**src/rtl/bcd2bin_if.sv**
```systemverilog
// bcd2bin_if: handshake bundle for the BCD-to-binary converter.
//   start   : request a conversion (client -> converter)
//   bcd_in  : packed {tens, ones} BCD byte (client -> converter)
//   bin_out : binary result 0..99 (converter -> client)
//   busy    : conversion in progress
//   done    : one-cycle completion pulse
//   err     : invalid-digit flag for the last conversion
interface bcd2bin_if;
   logic       start;
   logic [7:0] bcd_in;
   logic [6:0] bin_out;
   logic       busy;
   logic       done;
   logic       err;

   modport master (output start, bcd_in, input bin_out, busy, done, err);
   modport slave  (input start, bcd_in, output bin_out, busy, done, err);
endinterface

```
**src/rtl/bcd2bin.sv**
```systemverilog
// bcd2bin: sequential 2-digit BCD to 7-bit binary converter using reverse
// double-dabble (shift right, then subtract 3 from any BCD nibble >= 8),
// one bit per clock. Nine cycles per conversion: accept, 7 shifts, finish.
// Ports:
//   clk   : clock, rising edge
//   reset : synchronous, active-low
//   bus   : bcd2bin_if.slave (start, bcd_in in; bin_out, busy, done, err out)
// Optional feature: define BCD2BIN_CHECK_EN to flag digits > 9. Flagged
// inputs skip the shift phase and finish one edge later with bin_out=0,
// err=1. Without it err is always 0 and every input is shifted.
module bcd2bin (
   input logic       clk,
   input logic       reset,
   bcd2bin_if.slave  bus
);

   typedef enum logic [1:0] {IDLE, SHIFT, FIN} state_t;

   state_t      state;
   logic [14:0] sr;        // {bcd[7:0], bin[6:0]}
   logic [2:0]  cnt;
   logic        err_pend;
   logic [6:0]  bin_q;
   logic        busy_q;
   logic        done_q;
   logic        err_q;

   logic [14:0] sr_shf;
   logic [14:0] sr_nxt;
   logic        in_bad;

   // One reverse double-dabble step: shift, then correct each BCD nibble
   // that received a bit worth 8 (it should have been worth 5).
   always_comb begin
      sr_shf = {1'b0, sr[14:1]};
      sr_nxt = sr_shf;
      if (sr_shf[14:11] >= 4'd8) sr_nxt[14:11] = sr_shf[14:11] - 4'd3;
      if (sr_shf[10:7]  >= 4'd8) sr_nxt[10:7]  = sr_shf[10:7]  - 4'd3;
   end

`ifdef BCD2BIN_CHECK_EN
   assign in_bad = (bus.bcd_in[7:4] > 4'd9) || (bus.bcd_in[3:0] > 4'd9);
`else
   assign in_bad = 1'b0;
`endif

   always_ff @(posedge clk) begin
      if (!reset) begin
         state    <= IDLE;
         sr       <= '0;
         cnt      <= '0;
         err_pend <= 1'b0;
         bin_q    <= '0;
         busy_q   <= 1'b0;
         done_q   <= 1'b0;
         err_q    <= 1'b0;
      end else begin
         done_q <= 1'b0;
         case (state)
            IDLE: begin
               if (bus.start) begin
                  sr  <= {bus.bcd_in, 7'b0};
                  cnt <= '0;
                  if (in_bad) begin
                     // bin field is loaded as zero, so FIN reports 0
                     err_pend <= 1'b1;
                     state    <= FIN;
                  end else begin
                     busy_q <= 1'b1;
                     state  <= SHIFT;
                  end
               end
            end
            SHIFT: begin
               sr  <= sr_nxt;
               cnt <= cnt + 3'd1;
               if (cnt == 3'd6) state <= FIN;   // 7th shift done
            end
            FIN: begin
               bin_q    <= sr[6:0];
               err_q    <= err_pend;
               done_q   <= 1'b1;
               busy_q   <= 1'b0;
               err_pend <= 1'b0;
               state    <= IDLE;
            end
            default: state <= IDLE;
         endcase
      end
   end

   assign bus.bin_out = bin_q;
   assign bus.busy    = busy_q;
   assign bus.done    = done_q;
   assign bus.err     = err_q;

endmodule

```
**src/flat_wrapper.sv**
```systemverilog
// flat-port wrapper written by rule: the top's interface ports become plain ports
module bcd2bin_flat 
  (clk, reset, bus_start, bus_bcd_in, bus_bin_out, bus_busy, bus_done, bus_err);
  bcd2bin_if bus_i ();
  input logic clk;
  input logic reset;
  input wire logic [$bits(bus_i.start)-1:0] bus_start;
  input wire logic [$bits(bus_i.bcd_in)-1:0] bus_bcd_in;
  output wire logic [$bits(bus_i.bin_out)-1:0] bus_bin_out;
  output wire logic [$bits(bus_i.busy)-1:0] bus_busy;
  output wire logic [$bits(bus_i.done)-1:0] bus_done;
  output wire logic [$bits(bus_i.err)-1:0] bus_err;
  assign bus_i.start = bus_start;
  assign bus_i.bcd_in = bus_bcd_in;
  assign bus_bin_out = bus_i.bin_out;
  assign bus_busy = bus_i.busy;
  assign bus_done = bus_i.done;
  assign bus_err = bus_i.err;
  bcd2bin u_core (.clk(clk), .reset(reset), .bus(bus_i));
endmodule
```
**config.mk**
```make
export PLATFORM = sky130hd
export DESIGN_NAME = bcd2bin_flat
export DESIGN_NICKNAME = d
export VERILOG_FILES = /design/src/rtl/bcd2bin_if.sv /design/src/rtl/bcd2bin.sv /design/src/flat_wrapper.sv
export SDC_FILE = /design/constraint.sdc
export NUM_CORES = 1
export LEC_CHECK = 0
export ABC_AREA = 1
export BUFFER_PORTS_ARGS = -buffer_cell sky130_fd_sc_hd__buf_2
export CORE_UTILIZATION = 45
export CTS_CLUSTER_DIAMETER = 100
export DETAILED_ROUTE_END_ITERATION = 16
export GPL_ROUTABILITY_DRIVEN = 0
export PLACE_DENSITY = 0.66
export SLEW_MARGIN = 20
export SYNTH_ARGS = -nofsm -noshare
export SYNTH_HDL_FRONTEND = slang
export SYNTH_SLANG_ARGS = --single-unit
```
**constraint.sdc**
```tcl
create_clock -name clk -period 1.36 [get_ports clk]
set_input_delay 0.272 -clock clk [delete_from_list [all_inputs] [get_ports clk]]
set_output_delay 0.272 -clock clk [all_outputs]
set_load 0.1 [all_outputs]
```
### Word level (Yosys, flattened, before mapping)

Cells that the tools add are included.

| word-level totals | value |
|---|---|
| register bits | 29 |
| latch bits | 0 |
| memory bits (writable) | 0 |
| ROM bits | 0 |
| output and inout bits | 10 |
| logic and storage cells | 31 |
| memories | 0 |

| operators by class | value |
|---|---|
| $add $sub $neg | 2 |
| $mul | 0 |
| divide/modulo/power cells | 0 |
| magnitude comparators | 1 |
| eq/ne operators | 5 |
| shift operators | 0 |
| multiplexer cells | 11 |
| bitwise gates (word level) | 0 |
| reductions and logical operators | 6 |

Operators with widths:

| kind | count |
|---|---|
| 15-bit one-hot mux with 2 select lines | 1 |
| 15-bit two-way mux | 1 |
| 3-bit one-hot mux with 2 select lines | 1 |
| 2-bit AND reduction | 3 |
| 4-bit greater-or-equal comparator, second input constant | 1 |
| 2-bit two-way mux | 2 |
| 4-bit two-way mux | 1 |
| 2-bit one-hot mux with 2 select lines | 1 |
| 2-bit nonzero test | 2 |
| 4-bit by 2-bit subtractor with 4-bit output, second input constant | 1 |
| 3-bit by 1-bit adder with 3-bit output, second input constant | 1 |
| 3-bit equality test, second input constant | 1 |
| 3-bit two-way mux | 1 |
| 2-bit by 1-bit equality test with 1-bit output, second input constant | 1 |
| 2-bit equality test, second input constant | 1 |
| 2-bit zero test | 1 |
| 1-bit two-way mux | 2 |
| 2-bit by 1-bit inequality test with 1-bit output, second input constant | 1 |
| 2-bit inequality test, second input constant | 1 |
| 1-bit one-hot mux with 2 select lines | 1 |

### Longest topological paths before layout

| logic depth | value |
|---|---|
| depth after elaboration | 3 |
| mapped depth | 8 |
| depth with buffers taken out | 8 |

### Worst setup path after synthesis

Ideal clock, no wire load.

| path | value |
|---|---|
| path type | register -> register |
| start point | register u_core.bus.bin_out[6] (netlist name) |
| end point | register u_core.bin_q[6] (netlist: u_core.bus.bin_out[6]) |
| arrival time | 1.245 ns |
| slack | 0.044 ns |
| stages on the path, launching flop included | 3 |
| clock period less this slack | 1.316 ns |
| path through | dfxtp_1 o21ai_0 a21oi_1 |

RTL lines:

| element | line | text |
|---|---|---|
| to (signal assigned) | bcd2bin.sv:80 | `bin_q <= sr[6:0];` |
| to (decl) | bcd2bin.sv:23 | `logic [6:0] bin_q;` |

### Worst setup path after layout

| path | value |
|---|---|
| start point | register u_core.bin_q[2] (netlist: u_core.bus.bin_out[2]) |
| end point | output bus_bin_out[2] |

RTL lines:

| element | line | text |
|---|---|---|
| to (decl) | flat_wrapper.sv:9 | `output wire logic [$bits(bus_i.bin_out)-1:0] bus_bin_out;` |

No word-level cell between the ends.

==> reports/qor.yml <==
run_status:
  status: "completed"
synth:
  synth_seq_cells: 29
  syn_nets: 172
  synthDistinctLibCells: 20
  ys_seq_area_share_pct: 48.0
  yosys.area.top_type_share_pct: 48.0
  yosys-top-cells-count: "nor2_1 (30), dfxtp_1 (29), nand2_1 (28), o21ai_0 (18), a21oi_1 (12)"
  synth-edff-count: 0
  synthFlopType: "dfxtp_1"
  async_flop_share_pct: 0
  synth_top_area_cell: "dfxtp_1"
  ys_warn_count: 0
  syn-cell-area_mm2: 0.00121
  netlist_instances: 157
  yosysMostFrequentCell: "nor2_1"
  yosys-top-cells-area: "dfxtp_1 (48%), nor2_1 (9.3%), nand2_1 (8.7%)"
  syn_avg_cell_area_um2: 7.71
finish:
  area_delta_synth_final_pct: 16.3
  drive_above_1_share_pct: 19.8
  fin_nets: 196
  stdcell_count: 212
  diodes: 0
  finish.utilization_pct: 56.3
cts:
  clk_pin_slew_ns: 0.10
  cts.sinks: 29
  clockBufferDepth: 2
  clk_latency_ns: 0.34
  clock-root-buffer: "clkbuf_4"
  cts_tree: "built"
  cts_buffers: 5
  cts_resized: 9
  cts-hold-fix-buffers: 0
  htreeDepth: 2
  cts_setup_buffers: 0
timing:
  clock.fmax_ghz: 0.796
  slew_viol_final: 0
  setup-tns-final_ns: 0
  setup_viol: 0
  whs_ns: 0.202
  finalCritPeriodShare_pct: 92.3
  finalHoldViolCount: 0
  rsz0062_at_grt: "no"
  finClkSkew_ns: 0.00910
  fin_crit_ns: 1.26
setup_path:
  cp_cell_sequence: "buf_4"
  r2r_slack_ns: 0.16
  r2r-start: "u_core.state[0]$_SDFFE_PN0P_"
  path_delay_family: "flip-flops"
  startpoint_type: "flop"
  path_class: "flop to primary output"
  ff2ff_path_depth: 5
  r2r-end: "u_core.sr[4]$_SDFFE_PN0P_"
  crit_path_end_kind: "primary output"
  max_stage_delay_ns: 0.35
  crit_arrival_ns: 0.98
  path_depth: 1
  crit_fanout: 2
  crit_slowest_cell: "dfxtp_1"
  worst-path-buf-inv: 1
  required_ns: 1.09
hold_path:
  hold_start: "bus_bcd_in[7]"
  min_path_cells: 3
  whs_endpoint: "u_core.sr[14]$_SDFFE_PN0P_"
  min_path_type: "primary input to flop"
power:
  p_per_area_mw_per_mm2: 1150
  leakagePower_nw: 0.616
  total_power_w: 0.00162
  irDropWorstVdd_uv: 742
grt:
  grt_start_max_net_pins: 14
  grt_first_pass_wirelength_um: 4120
  grt_pass1_vias: 917
  grt_use_total_pct: 21.1
  antenna_found_initial: 0
  grt_remaining_overflow: 0
run:
  cap_violations: 0
detailed_routing:
  drt_iter0_drc: 22
  drc: 0
  wl_per_cell_um: 11.7
  routed_wl_um: 2480
  vias: 1067
  postRouteAntennaNets: 0
  first_pass_iters: 4
  via_per_inst: 5.03
floorplanning:
  dieArea_mm2: 0.00290
  pin_count: 21
  num_rows: 18
  core_area_mm2: 0.00250
  die_y_um: 53.9
  initial_core_util_pct: 48.4
  die_width_um: 53.9
placed_design:
  port_buffers: 19
  dp_cells: 204
  dp_hpwl_um: 1710
## per-layer routing
| metal | wire length (um) | GRT usage (%) | share of wire [%] |
|---|---|---|---|
| met5 | 0 | 0 | 0 |
| met4 | 54 | 10.5 | 2.2 |
| met3 | 127 | 8.76 | 5.1 |
| met2 | 1060 | 30.5 | 43 |
| met1 | 1240 | 26.8 | 50 |
## kinds of logic (layout without fill, tap and decap cells)
family / Yosys count / after routing / share of synthesized area (%)
simple gates: 66 / 66 / 21.9
compound gates: 39 / 39 / 18.4
flops: 29 / 29 / 48.0
buf+inv: 18 / 43 / 7.24
fa+ha+maj: 4 / 4 / 4.14
other cells: 1 / 1 / 0.310
## cells in the final DEF (no fill, tap or decap)
cell type,count
nor2_1,30
dfxtp_1,29
nand2_1,28
o21ai_0,18
buf_4,13
a21oi_1,12
inv_1,10
buf_2,10
nand3_1,6
a22oi_1,6
clkbuf_4,5
ha_1,4
inv_2,2
clkinv_2,2
o21ai_4,1
nor2_4,1
nand2_2,1
a31oi_1,1
o21ai_1,1
conb_1,1
clkinvlp_4,1
## power breakdown
group          internal [W]  switching (W)  leakage (nW)
sequential         0.000879      0.0000269         0.236
clock              0.000194       0.000321        0.0310
combinational     0.0000670       0.000135         0.349
## per-stage QoR
stage	setup WS (ns)	cell area (um2)
2_1_floorplan	0.0444	1210
3_3_place_gp	0.223	1330
3_5_place_dp	0.188	1330
4_1_cts	0.0837	1410
5_1_grt	0.00473	1410
6_report	0.104	1410
## cell type report
class / count / area [um2]
Fill cell: 263 / 1090
Sequential cell: 29 / 581
Multi-Input combinational cell: 110 / 542
Timing Repair Buffer: 23 / 148
Inverter: 12 / 45.0
Clock buffer: 5 / 37.5
Tap cell: 30 / 37.5
Clock inverter: 3 / 17.5
## flip-flops by register name, summed over array words and instances, names as in the netlist
name                cells
u_core.bus.bin_out      7
u_core.bus.busy         1
u_core.bus.done         1
u_core.cnt              3
u_core.sr              15
u_core.state            2
## worst max-delay path by stage
stage	start	endpoint	slack, ns
5_1_grt	u_core.state[0]$_SDFFE_PN0P_	u_core.sr[0]$_SDFFE_PN0P_	0.005
3_3_place_gp	u_core.state[0]$_SDFFE_PN0P_	u_core.sr[0]$_SDFFE_PN0P_	0.22
2_1_floorplan	u_core.bus.bin_out[6]$_SDFFE_PN0P_	u_core.bus.bin_out[6]$_SDFFE_PN0P_	0.04
3_5_place_dp	u_core.state[0]$_SDFFE_PN0P_	u_core.sr[0]$_SDFFE_PN0P_	0.19
6_report	u_core.bus.bin_out[2]$_SDFFE_PN0P_	bus_bin_out[2]	0.10
4_1_cts	u_core.bus.bin_out[2]$_SDFFE_PN0P_	bus_bin_out[2]	0.08
(Power assumes the default switching activity.)
